`src/rtl/julia_frame_sched_if.sv`:
```
// Bundle of start/status, state RAM, datapath and LCD pixel signals for julia_frame_sched.
// master = scheduler side, slave = surrounding logic (start, RAM, datapath, LCD writer).
interface julia_frame_sched_if #(
    parameter int ADDR_W = 15
);
    logic              i_Start;
    logic              o_Busy;
    logic              o_FrameDone;
    logic [15:0]       o_PassCount;
    logic [ADDR_W-1:0] o_RamAddr;
    logic              o_RamRdEn;
    logic [15:0]       i_RamRdData;
    logic              o_RamWrEn;
    logic [15:0]       o_RamWrData;
    logic [15:0]       o_Complex;
    logic [15:0]       o_Iteration;
    logic [23:0]       i_DpPXData;
    logic [15:0]       i_DpWriteback;
    logic [23:0]       o_PXData;
    logic              o_PXValid;
    logic              i_PXReady;

    modport master (
        input  i_Start, i_RamRdData, i_DpPXData, i_DpWriteback, i_PXReady,
        output o_Busy, o_FrameDone, o_PassCount, o_RamAddr, o_RamRdEn,
               o_RamWrEn, o_RamWrData, o_Complex, o_Iteration, o_PXData, o_PXValid
    );

    modport slave (
        output i_Start, i_RamRdData, i_DpPXData, i_DpWriteback, i_PXReady,
        input  o_Busy, o_FrameDone, o_PassCount, o_RamAddr, o_RamRdEn,
               o_RamWrEn, o_RamWrData, o_Complex, o_Iteration, o_PXData, o_PXValid
    );
endinterface

```
`src/rtl/julia_frame_sched.sv`:
```
// Frame scheduler for the Julia iteration datapath: init, compute passes, display pass.
// Optional macro JULIA_SCHED_PREVIEW_EN streams every compute-pass pixel to the LCD as well.
module julia_frame_sched #(
    parameter int ADDR_W    = 15,
    parameter int MAX_PASS  = 64,
    parameter int ITER_STEP = 256
) (
    input  logic                i_Clk,
    input  logic                i_Reset,
    julia_frame_sched_if.master bus
);

    typedef enum logic [3:0] {
        S_IDLE,
        S_INIT,
        S_C_READ,
        S_C_EVAL,
        S_C_WRITE,
        S_PASS_END,
        S_D_READ,
        S_D_EVAL,
        S_D_EMIT,
        S_DONE
    } state_e;

    localparam logic [ADDR_W-1:0] ADDR_LAST   = '1;
    localparam logic [15:0]       MAX_PASS_W  = 16'(MAX_PASS);
    localparam logic [15:0]       ITER_STEP_W = 16'(ITER_STEP);

    state_e            state_q, state_d;
    logic [ADDR_W-1:0] addr_q, addr_d;
    logic [15:0]       pass_q, pass_d;
    logic [15:0]       iter_q, iter_d;
    logic [15:0]       complex_q, complex_d;
    logic              active_q, active_d;
`ifdef JULIA_SCHED_PREVIEW_EN
    // Set once the RAM write of the current pixel is done while the preview pixel waits.
    logic              wr_done_q, wr_done_d;
`endif

    logic              rd_en;
    logic              wr_en;
    logic [15:0]       wr_data;
    logic              px_valid;
    logic [23:0]       px_data;
    logic              frame_done;
    logic              c_advance;
    logic [15:0]       pass_inc;

    assign pass_inc = (pass_q == MAX_PASS_W) ? pass_q : pass_q + 16'd1;

    // NOTE: every variable assigned in this block gets a default first, so no path infers a latch.
    always_comb begin
        state_d    = state_q;
        addr_d     = addr_q;
        pass_d     = pass_q;
        iter_d     = iter_q;
        complex_d  = complex_q;
        active_d   = active_q;
        rd_en      = 1'b0;
        wr_en      = 1'b0;
        wr_data    = 16'd0;
        px_valid   = 1'b0;
        px_data    = 24'd0;
        frame_done = 1'b0;
        c_advance  = 1'b0;
`ifdef JULIA_SCHED_PREVIEW_EN
        wr_done_d  = wr_done_q;
`endif

        unique case (state_q)
            S_IDLE: begin
                if (bus.i_Start) begin
                    state_d  = S_INIT;
                    addr_d   = '0;
                    pass_d   = 16'd0;
                    iter_d   = 16'd0;
                    active_d = 1'b0;
                end
            end

            S_INIT: begin
                wr_en   = 1'b1;
                wr_data = 16'(addr_q);
                if (addr_q == ADDR_LAST) begin
                    addr_d  = '0;
                    iter_d  = 16'd0;
                    state_d = S_C_READ;
                end else begin
                    addr_d = addr_q + 1'b1;
                end
            end

            S_C_READ: begin
                rd_en   = 1'b1;
                state_d = S_C_EVAL;
            end

            S_C_EVAL: begin
                complex_d = bus.i_RamRdData;
                state_d   = S_C_WRITE;
            end

            S_C_WRITE: begin
                wr_data = bus.i_DpWriteback;
`ifdef JULIA_SCHED_PREVIEW_EN
                // Write on the entry cycle only, then hold until the preview pixel is taken.
                wr_en     = !wr_done_q;
                px_valid  = 1'b1;
                px_data   = bus.i_DpPXData;
                c_advance = bus.i_PXReady;
                wr_done_d = !bus.i_PXReady;
`else
                wr_en     = 1'b1;
                c_advance = 1'b1;
`endif
                if (wr_en && !bus.i_DpWriteback[15]) begin
                    active_d = 1'b1;
                end
                if (c_advance) begin
                    if (addr_q == ADDR_LAST) begin
                        state_d = S_PASS_END;
                    end else begin
                        addr_d  = addr_q + 1'b1;
                        state_d = S_C_READ;
                    end
                end
            end

            S_PASS_END: begin
                pass_d   = pass_inc;
                iter_d   = iter_q + ITER_STEP_W;
                active_d = 1'b0;
                addr_d   = '0;
                if (!active_q || (pass_inc == MAX_PASS_W)) begin
                    state_d = S_D_READ;
                end else begin
                    state_d = S_C_READ;
                end
            end

            S_D_READ: begin
                rd_en   = 1'b1;
                state_d = S_D_EVAL;
            end

            S_D_EVAL: begin
                complex_d = bus.i_RamRdData;
                state_d   = S_D_EMIT;
            end

            S_D_EMIT: begin
                px_valid = 1'b1;
                px_data  = bus.i_DpPXData;
                if (bus.i_PXReady) begin
                    if (addr_q == ADDR_LAST) begin
                        addr_d  = '0;
                        state_d = S_DONE;
                    end else begin
                        addr_d  = addr_q + 1'b1;
                        state_d = S_D_READ;
                    end
                end
            end

            S_DONE: begin
                frame_done = 1'b1;
                state_d    = S_IDLE;
            end

            default: begin
                state_d = S_IDLE;
            end
        endcase
    end

    // NOTE: sequential state uses non-blocking assignments only; the RAM itself is external and never reset.
    always_ff @(posedge i_Clk or posedge i_Reset) begin
        if (i_Reset) begin
            state_q   <= S_IDLE;
            addr_q    <= '0;
            pass_q    <= 16'd0;
            iter_q    <= 16'd0;
            complex_q <= 16'd0;
            active_q  <= 1'b0;
        end else begin
            state_q   <= state_d;
            addr_q    <= addr_d;
            pass_q    <= pass_d;
            iter_q    <= iter_d;
            complex_q <= complex_d;
            active_q  <= active_d;
        end
    end

`ifdef JULIA_SCHED_PREVIEW_EN
    always_ff @(posedge i_Clk or posedge i_Reset) begin
        if (i_Reset) begin
            wr_done_q <= 1'b0;
        end else begin
            wr_done_q <= wr_done_d;
        end
    end
`endif

    // Strobes and pixel outputs decode from the state register, so reset clears them at once.
    assign bus.o_Busy      = (state_q != S_IDLE);
    assign bus.o_FrameDone = frame_done;
    assign bus.o_PassCount = pass_q;
    assign bus.o_RamAddr   = addr_q;
    assign bus.o_RamRdEn   = rd_en;
    assign bus.o_RamWrEn   = wr_en;
    assign bus.o_RamWrData = wr_data;
    assign bus.o_Complex   = complex_q;
    assign bus.o_Iteration = iter_q;
    assign bus.o_PXData    = px_data;
    assign bus.o_PXValid   = px_valid;

endmodule

```
`src/flat_wrapper.sv`:
```
// flat-port wrapper written by rule: the top's interface ports become plain ports
module julia_frame_sched_flat 
#(
    parameter int ADDR_W    = 15,
    parameter int MAX_PASS  = 64,
    parameter int ITER_STEP = 256
)
  (i_Clk, i_Reset, bus_i_Start, bus_i_RamRdData, bus_i_DpPXData, bus_i_DpWriteback, bus_i_PXReady, bus_o_Busy, bus_o_FrameDone, bus_o_PassCount, bus_o_RamAddr, bus_o_RamRdEn, bus_o_RamWrEn, bus_o_RamWrData, bus_o_Complex, bus_o_Iteration, bus_o_PXData, bus_o_PXValid);
  julia_frame_sched_if #(.ADDR_W(ADDR_W)) bus_i ();
  input  logic i_Clk;
  input  logic i_Reset;
  input wire logic [$bits(bus_i.i_Start)-1:0] bus_i_Start;
  input wire logic [$bits(bus_i.i_RamRdData)-1:0] bus_i_RamRdData;
  input wire logic [$bits(bus_i.i_DpPXData)-1:0] bus_i_DpPXData;
  input wire logic [$bits(bus_i.i_DpWriteback)-1:0] bus_i_DpWriteback;
  input wire logic [$bits(bus_i.i_PXReady)-1:0] bus_i_PXReady;
  output wire logic [$bits(bus_i.o_Busy)-1:0] bus_o_Busy;
  output wire logic [$bits(bus_i.o_FrameDone)-1:0] bus_o_FrameDone;
  output wire logic [$bits(bus_i.o_PassCount)-1:0] bus_o_PassCount;
  output wire logic [$bits(bus_i.o_RamAddr)-1:0] bus_o_RamAddr;
  output wire logic [$bits(bus_i.o_RamRdEn)-1:0] bus_o_RamRdEn;
  output wire logic [$bits(bus_i.o_RamWrEn)-1:0] bus_o_RamWrEn;
  output wire logic [$bits(bus_i.o_RamWrData)-1:0] bus_o_RamWrData;
  output wire logic [$bits(bus_i.o_Complex)-1:0] bus_o_Complex;
  output wire logic [$bits(bus_i.o_Iteration)-1:0] bus_o_Iteration;
  output wire logic [$bits(bus_i.o_PXData)-1:0] bus_o_PXData;
  output wire logic [$bits(bus_i.o_PXValid)-1:0] bus_o_PXValid;
  assign bus_i.i_Start = bus_i_Start;
  assign bus_i.i_RamRdData = bus_i_RamRdData;
  assign bus_i.i_DpPXData = bus_i_DpPXData;
  assign bus_i.i_DpWriteback = bus_i_DpWriteback;
  assign bus_i.i_PXReady = bus_i_PXReady;
  assign bus_o_Busy = bus_i.o_Busy;
  assign bus_o_FrameDone = bus_i.o_FrameDone;
  assign bus_o_PassCount = bus_i.o_PassCount;
  assign bus_o_RamAddr = bus_i.o_RamAddr;
  assign bus_o_RamRdEn = bus_i.o_RamRdEn;
  assign bus_o_RamWrEn = bus_i.o_RamWrEn;
  assign bus_o_RamWrData = bus_i.o_RamWrData;
  assign bus_o_Complex = bus_i.o_Complex;
  assign bus_o_Iteration = bus_i.o_Iteration;
  assign bus_o_PXData = bus_i.o_PXData;
  assign bus_o_PXValid = bus_i.o_PXValid;
  julia_frame_sched #(.ADDR_W(ADDR_W), .MAX_PASS(MAX_PASS), .ITER_STEP(ITER_STEP)) u_core (.i_Clk(i_Clk), .i_Reset(i_Reset), .bus(bus_i));
endmodule
```
`config.mk`:
```
export PLATFORM = sky130hd
export DESIGN_NAME = julia_frame_sched_flat
export DESIGN_NICKNAME = d
export VERILOG_FILES = /design/src/rtl/julia_frame_sched_if.sv /design/src/rtl/julia_frame_sched.sv /design/src/flat_wrapper.sv
export SDC_FILE = /design/constraint.sdc
export NUM_CORES = 1
export LEC_CHECK = 0
export ABC_CLOCK_PERIOD_IN_PS = 2650
export BUFFER_PORTS_ARGS = -buffer_cell sky130_fd_sc_hd__buf_4
export CORE_ASPECT_RATIO = 0.5
export CORE_MARGIN = 2
export CORE_UTILIZATION = 48
export CTS_CLUSTER_DIAMETER = 120
export DETAILED_ROUTE_END_ITERATION = 10
export PLACE_DENSITY = 0.81
export SYNTH_ARGS = -nofsm -noshare
export SYNTH_HDL_FRONTEND = slang
export SYNTH_SLANG_ARGS = --single-unit
export TNS_END_PERCENT = 5
```
`constraint.sdc`:
```
create_clock -name i_Clk -period 2.65 [get_ports i_Clk]
set_input_delay 0.265 -clock i_Clk [delete_from_list [all_inputs] [get_ports i_Clk]]
set_output_delay 0.265 -clock i_Clk [all_outputs]
set_load 0.005 [all_outputs]
```
==> impl_metrics.yaml, run 1 <==
outcome:
  status: "complete, no violations"
clock_network:
  holdBufCountCts: 0
  post-cts-setup-buffer-count: 0
  post_cts_resized: 0
  cts-buffers-inserted: 9
  ctsRootBufferMaster: "clkbuf_16"
  htree_levels: 3
  clk_pin_slew_worst_paths_ns: 0.05
  clockBufferDepth: 2
  clock_latency_ns: 0.33
  clkSinkCount: 60
  cts_tree: "done"
sta:
  hold_viol: 0
  slew_violations: 0
  fmax_mhz: 417
  tns_ns: 0
  post-route-period-util_pct: 90.5
  worst_pin_slew_ns: 0.721
  maxSlewHeadroom_pct: 51.9
  rsz0062_at_grt: "no"
  period_needed_ns: 2.40
  fin_skew_ns: 0.00471
  setup_ws_ns: 0.251
  finalSetupViolCount: 0
die:
  ioPinCount: 168
  fp.dieW_um: 129
  dieArea_um2: 8580
  die_y_um: 66.5
  rows: 22
  start_util_pct: 50.3
  coreArea_um2: 7460
synthesis:
  seq_area_frac_synth_pct: 40.0
  synthCells: 422
  synth_edf_count: 0
  synth_top_area_share_pct: 40.0
  avgSynthCellArea_um2: 8.89
  synth_top_area_cell: "dfrtp_1"
  yosysUniqueCellTypes: 62
  yosysWarnings: 0
  synth-main-ff-cell: "dfrtp_1"
  syn_area_um2: 3750
  async_reset_ff_share_pct: 100
  synth.area.top_cells: "dfrtp_1, o21ai_0, and2_1"
  synth-seq-cells: 60
  yosysMostFrequentCell: "dfrtp_1"
  yosys-top-cells-count: "dfrtp_1, o21ai_0, nor2_1"
pwr:
  p_per_area_nw_per_um2: 822
  p_leak_nw: 2.58
  p_int_mw: 2.86
  seqPwrFrac_pct: 31.1
  p_sw_mw: 1.54
  finalPower_mw: 4.40
  p_clk_share_pct: 28.5
  vdd_ir_drop_max_uv: 476
  netSwitchingFraction_pct: 34.9
  pwr-share-comb_pct: 40.3
grt:
  grt_usage_pct: 24.3
  antenna_found_initial: 0
  grt_pass1_wl_um: 16300
  grt_overflow: 0
  grt_pass1_vias: 3371
  grt_max_degree: 36
worst_hold_path:
  hold_path_class: "input pin to asynchronous set/reset pin"
routing:
  routed_via_density: 5.34
  ant_nets: 0
  first_pass_iters: 4
  vias: 3703
  first_iter_violations: 217
  wl_per_cell_um: 14.5
  drc: 0
  wl_um: 10100
critical_path:
  r2r-end: "u_core.bus.o_RamAddr[6]"
  reg2reg_depth: 7
  cp.arrival_ns: 2.13
  worstPathRequired_ns: 2.38
  crit_type: "flop to primary output"
  critPathMaxFanout: 18
  worstReg2RegStart: "u_core.bus.o_RamAddr[0]"
  end_kind: "primary output"
  reg2reg_slack_ns: 0.33
  start_kind: "flop"
finish:
  nNetsFinal: 645
  insertedDiodeCount: 0
  area_growth_pct: 42.7
  drive_gt1_share_pct: 36.7
  fin_area_um2: 5350
place:
  place_area_um2: 5030
  hpwl_um: 7270
  pre_cts_slack_ns: 0.339
  place.gp.congestion: 0.855
  port_buffers: 159
run:
  drv_cap: 0
metrics by stage:
| stage | hold slack (ns) | util, % | std cells |
|---|---|---|---|
| floorplan | 0.416 | - | 429 |
| global route | 0.120 | 71.8 | 694 |
| global placement | 0.431 | 67.4 | 678 |
| finish | 0.0634 | 71.8 | 694 |
| CTS | 0.0837 | 71.8 | 694 |
| detailed placement | 0.437 | 67.4 | 678 |
final cells by class:
type	instances	area, µm²
clock inverters	6	87.6
multi-input cells	329	2070
well taps	108	135
flip-flops and latches	60	1500
inverters	10	37.5
clock buffers	10	239
repair buffers	171	1280
fillers	600	2110
worst max path at each step:
stage                                    startpoint                      end  cells past startpoint
after global routing              u_core.state_q[3]          bus_o_PXData[9]                      5
after floorplan           u_core.bus.o_PassCount[0]        u_core.state_q[2]                      7
after global placement      u_core.bus.o_RamAddr[0]  u_core.bus.o_RamAddr[7]                      7
final                             u_core.state_q[3]          bus_o_PXData[3]                      5
after detailed placement    u_core.bus.o_RamAddr[0]  u_core.bus.o_RamAddr[6]                      7
after CTS                         u_core.state_q[3]         bus_o_PXData[12]                      5
layout by cell type, fill, tap and decap left out, types with 9 or more instances in the layout:
cell type,n
a22o_1,16
and2_1,30
buf_4,171
clkbuf_16,9
dfrtp_1,60
inv_1,9
mux2_2,16
nand2_1,33
nand3_1,24
nor2_1,39
nor3_1,10
o21ai_0,44
xor2_1,12
flip-flops by register name (all words and copies together) (netlist names):
signal / count
u_core.bus.o_Complex: 16
u_core.bus.o_PassCount: 16
u_core.bus.o_RamAddr: 15
u_core.bus.o_Iteration: 8
u_core.state_q: 4
u_core.active_q: 1
logic make-up after synthesis:
group	Yosys count	synth area share, %
and+or+nand+nor	185	26.4
AOI/OAI and AO/OA	97	17.3
DFF	60	40.0
buffers and inverters	40	5.50
muxes	18	5.34
xor gates and xnor gates	17	3.97
adders and majority gates	4	1.33
other	1	0.100
power groups by stage:
stage               Clock [mW]  Sequential [mW]  Combinational, mW
detailed placement           0             1.37               1.77
floorplan                    0             1.32               1.12
global placement             0             1.36               1.75
CTS                       1.28             1.36               1.78
global route              1.34             1.40               1.95
finish                    1.26             1.37               1.78
routing by layer:
layer  vias up  wire length [µm]  track usage [%]
met3         9               648             6.91
met5         -                 0                0
met2       132              4930             40.7
li1       1814                 -                -
met1      1748              4370             30.7
met4         0               126             7.74
critical path: stages (launching register included):
cell and delay [ns]:
dfrtp_1 0.61, nand2b_1 0.19, nor3_2 0.45, buf_4 0.30, and2_1 0.15, buf_4 0.11
No activity file was read; power rests on OpenSTA's default activity.
==> run 2: changes to the inputs <==
PLACE_DENSITY = 0.86   (was 0.81)
SLEW_MARGIN = 10   (was default)
==> run 2 against run 1 <==
Effect of this change: critical path depth stayed put; maximum frequency is 1.3% lower; critical path type unchanged; setup slack worse by 0.031 ns; global-route usage is 0.68 points lower; clock-buffer cell count is 1 higher; sequential power hardly changed; flip-flop and latch count stayed put; cell area is 0.77% lower; core utilization is 0.55 points lower; clock power is 16% lower; total power is 4.5% lower; via count is 1.7% higher.
==> impl_metrics.yaml, run 2 (synthesis gave the netlist of run 1 again) <==
sta:
  setup_ws_ns: 0.221
  post-route-period-util_pct: 91.7
  rsz0062_at_grt: "no"
  slew_violations: 0
  fin_skew_ns: 0.00712
  maxSlewHeadroom_pct: 55.7
  tns_ns: 0
  finalSetupViolCount: 0
  worst_pin_slew_ns: 0.663
  fmax_mhz: 412
  hold_viol: 0
  period_needed_ns: 2.43
place:
  place_area_um2: 5030
  hpwl_um: 7300
  port_buffers: 159
  place_inst: 677
  place.gp.congestion: 0.881
  pre_cts_slack_ns: 0.527
routing:
  first_iter_violations: 219
  wl_per_cell_um: 14.3
  wl_um: 9930
  routed_via_density: 5.43
  vias: 3766
  drc: 0
  ant_nets: 0
  first_pass_iters: 4
run:
  drv_cap: 0
grt:
  grt_pass1_vias: 3275
  grt_overflow: 0
  grt_usage_pct: 23.6
  grt_max_degree: 32
  antenna_found_initial: 0
  grt_pass1_wl_um: 15800
finish:
  drive_gt1_share_pct: 36.4
  area_growth_pct: 41.6
  fin_area_um2: 5310
  nNetsFinal: 644
  insertedDiodeCount: 0
  layout_commonest_cell: "buf_4"
  layout_common_cells: "buf_4, dfrtp_1, o21ai_0, nor2_1, nand2_1"
  final_cells: 693
  fillers: 604
critical_path:
  start_kind: "flop"
  worstReg2RegStart: "u_core.bus.o_RamAddr[0]"
  worstSetupStartpoint: "u_core.state_q[3]"
  crit_type: "flop to primary output"
  cp_slowest_cell: "dfrtp_1"
  crit_path_cell_trace: "nand2b_1 -> nor3_2 -> buf_4 -> and2_1 -> buf_4"
  worstPathRequired_ns: 2.38
  slowest_delay_ns: 0.63
  cp.arrival_ns: 2.16
  crit_family: "simple AND/OR/NAND/NOR gates"
  end_kind: "primary output"
  worst-path-buf-inv: 2
  critPathMaxFanout: 18
  cpMostUsedCell: "buf_4"
pwr:
  p_clk_share_pct: 25.3
  netSwitchingFraction_pct: 36.3
  pwr-share-comb_pct: 42.2
  p_per_area_nw_per_um2: 791
  p_int_mw: 2.68
  p_sw_mw: 1.52
  vdd_ir_drop_max_uv: 466
  seqPwrFrac_pct: 32.5
  p_leak_nw: 2.56
clock_network:
  clk_pin_slew_worst_paths_ns: 0.05
  ctsRootBufferMaster: "clkbuf_16"
  post_cts_resized: 0
  clock_latency_ns: 0.33
  clockBufferDepth: 2
  cts-buffers-inserted: 9
  clkSinkCount: 60
  cts_tree: "done"
  post-cts-setup-buffer-count: 0
  holdBufCountCts: 0
  htree_levels: 3
die:
  rows: 22
  dieArea_um2: 8580
  die_y_um: 66.5
  start_util_pct: 50.3
  fp.dieW_um: 129
  ioPinCount: 168
  coreArea_um2: 7460
worst_hold_path:
  hold_path_class: "input pin to asynchronous set/reset pin"
outcome:
  status: "complete, no violations"
-- run 2: layer usage --
metal  track usage, %  share of wire (%)  wire, µm  vias to the layer above
met4             7.34               0.94        93                        0
met5                0                  0         0                        -
met2             39.5                 49      4890                      149
li1                 -                  -         -                     1819
met3             6.35                7.4       732                        9
met1             30.2                 42      4210                     1789
-- run 2: stage by stage --
stage	hold slack [ns]	utilization, %	power, mW
after global placement	0.409	67.5	3.10
final	0.0415	71.2	4.20
after CTS	0.0600	71.2	4.23
after detailed placement	0.416	67.5	3.15
after global routing	0.0934	71.2	4.50
after floorplan	0.416	-	2.43
-- run 2: cell type report --
type,count,area [µm²],area share (%)
flip-flops and latches,60,1500,28.3
multi-input cells,329,2070,39.0
clock buffers,11,243,4.57
well taps,108,135,2.54
clock inverters,5,37.5,0.707
repair buffers,170,1290,24.3
inverters,10,37.5,0.707
-- run 2: power groups by stage --
stage                     registers (mW)  clock network (mW)  logic [mW]
after floorplan                     1.32                   0        1.12
after global placement              1.36                   0        1.74
after detailed placement            1.37                   0        1.77
after CTS                           1.36                1.09        1.78
after global routing                1.40                1.14        1.96
final                               1.37                1.06        1.77
-- run 2: path summary, 6_finish.rpt --
path                                               to  slack (ns)  cells past startpoint
setup / recovery                     bus_o_PXData[23]        0.22                      5
hold / removal               u_core.bus.o_Complex[12]        0.04                      2
setup reg to reg              u_core.bus.o_RamAddr[6]        0.51                      7
hold reg to reg            u_core.bus.o_Iteration[15]        0.50                      1
max in group asynchronous  u_core.bus.o_PassCount[10]        2.00                      3
min in group i_Clk            u_core.bus.o_Complex[9]        0.17                      2
==> run 3: changes to the inputs <==
ABC_AREA = 1   (was default)
==> run 3 against run 2 <==
Effect of this change: clock-buffer cell count unchanged; critical path type unchanged; largest cell class unchanged; first-iteration DRC count increased by 30%; synthesized cell count increased by 23%; setup slack improved by 0.28 ns; non-clock buffer count decreased by 6; clock power increased by 16%; largest power group unchanged; via count increased by 6.6%; global-route usage increased by 2.6 points.
==> impl_metrics.yaml, run 3 <==
sta:
  slew_violations: 0
  maxSlewHeadroom_pct: 46.6
  tns_ns: 0
  setup_ws_ns: 0.503
  hold_viol: 0
  worst_pin_slew_ns: 0.801
  finalSetupViolCount: 0
  period_needed_ns: 2.15
  fin_skew_ns: 0.00769
  fmax_mhz: 466
  rsz0062_at_grt: "no"
  post-route-period-util_pct: 81.0
synthesis:
  async_reset_ff_share_pct: 100
  yosysUniqueCellTypes: 42
  yosysWarnings: 0
  synth_edf_count: 0
  synth-seq-cells: 60
  yosysMostFrequentCell: "nand2_1"
  avgSynthCellArea_um2: 7.47
  seq_area_frac_synth_pct: 38.7
  synthCells: 519
  synth_top_area_cell: "dfrtp_1"
  yosys-top-cells-count: "nand2_1, inv_1, nor2_1"
  synth.area.top_cells: "dfrtp_1, nand2_1, inv_1"
  synth_top_area_share_pct: 38.7
  synth-main-ff-cell: "dfrtp_1"
  syn_area_um2: 3880
critical_path:
  end_kind: "primary output"
  worstSetupStartpoint: "u_core.state_q[3]"
  reg2reg_depth: 12
  r2r-end: "u_core.state_q[2]"
  crit_end: "bus_o_RamWrData[3]"
  start_kind: "flop"
  worstReg2RegStart: "u_core.bus.o_PassCount[0]"
  worstPathRequired_ns: 2.38
  critPathMaxFanout: 17
  cp.arrival_ns: 1.88
  reg2reg_slack_ns: 0.60
  crit_type: "flop to primary output"
clock_network:
  clockBufferDepth: 2
  post-cts-setup-buffer-count: 0
  cts_tree: "done"
  ctsRootBufferMaster: "clkbuf_16"
  clock_latency_ns: 0.33
  clkSinkCount: 60
  htree_levels: 3
  holdBufCountCts: 0
  cts-buffers-inserted: 9
  post_cts_resized: 0
  clk_pin_slew_worst_paths_ns: 0.06
grt:
  grt_pass1_wl_um: 17700
  grt_overflow: 0
  grt_usage_pct: 26.2
  grt_pass1_vias: 3681
  antenna_found_initial: 0
  grt_max_degree: 61
run:
  drv_cap: 0
pwr:
  p_leak_nw: 2.79
  p_per_area_nw_per_um2: 820
  vdd_ir_drop_max_uv: 440
outcome:
  status: "complete, no violations"
routing:
  wl_per_cell_um: 14.1
  routed_via_density: 5.03
  first_pass_iters: 5
  first_iter_violations: 285
  vias: 4015
  ant_nets: 0
  wl_um: 11200
  drc: 0
die:
  coreArea_um2: 7910
  fp.dieW_um: 131
  die_y_um: 67.5
  rows: 23
  start_util_pct: 49.0
  dieArea_um2: 8850
  ioPinCount: 168
finish:
  layout_commonest_cell: "buf_4"
  drive_gt1_share_pct: 34.1
  area_growth_pct: 41.1
  nNetsFinal: 747
  insertedDiodeCount: 0
  layout_common_cells: "buf_4, nand2_1, inv_1, nor2_1, dfrtp_1"
place:
  hpwl_um: 8250
  port_buffers: 159
  pre_cts_slack_ns: 0.666
  place.gp.congestion: 0.937
worst_hold_path:
  hold_path_class: "input pin to asynchronous set/reset pin"
==> run 3: worst min-delay path by stage <==
stage	end	slack, ns	depth (start not counted)
CTS	u_core.bus.o_Complex[13]	0.16	2
global placement	u_core.bus.o_Complex[4]	0.49	1
floorplan	u_core.bus.o_Complex[0]	0.42	1
global route	u_core.bus.o_Complex[1]	0.17	2
detailed placement	u_core.active_q	0.49	2
finish	u_core.bus.o_RamAddr[3]	0.15	3
==> run 3: critical path, stage by stage, from the launching register on <==
cell and delay [ns]:
dfrtp_1 0.42, nor2_1 0.19, inv_2 0.06, nor2_2 0.20, inv_1 0.26, o21ai_0 0.27, buf_4 0.15
==> run 3: cell families (layout without fill, tap and decap cells) <==
kind of cell / Yosys count / in the layout / synth area share, %
and+or+nand+nor: 247 / 247 / 30.2
AOI/OAI and AO/OA: 71 / 71 / 9.91
adders and majority gates: 4 / 4 / 1.29
buffers and inverters: 102 / 263 / 11.1
other: 1 / 8 / 0.0967
DFF: 60 / 60 / 38.7
xor gates and xnor gates: 18 / 18 / 4.07
muxes: 16 / 16 / 4.65
==> run 3: stage by stage <==
step	hold slack, ns	total power, mW	utilization [%]	instances	cell area, µm²
final	0.151	4.49	69.1	799	5470
after floorplan	0.416	2.53	-	526	3900
after global placement	0.489	3.18	65.2	784	5160
after detailed placement	0.489	3.25	65.2	784	5160
after CTS	0.161	4.51	69.1	799	5470
after global routing	0.165	4.78	69.1	799	5470
==> run 3: final cells by class <==
cell class,instances,area [µm²]
Clock inverter,4,75.1
Fill cell,638,2440
Inverter,84,318
Multi-Input combinational cell,364,1970
Timing Repair Buffer,164,1230
Sequential cell,60,1500
Tap cell,112,140
Clock buffer,11,233
==> run 3: layer usage <==
metal | GRT usage, % | vias to the layer above | part of all wire [%]
met5 | 0 | - | 0
met4 | 10.6 | 0 | 2.8
met3 | 5.86 | 35 | 5.9
met2 | 46.1 | 149 | 51
met1 | 31.6 | 1862 | 40
li1 | - | 1969 | -
==> run 3: where the power goes <==
group          switching (mW)  internal (mW)
sequential              0.148           1.13
combinational            1.16          0.821
clock                   0.408          0.817
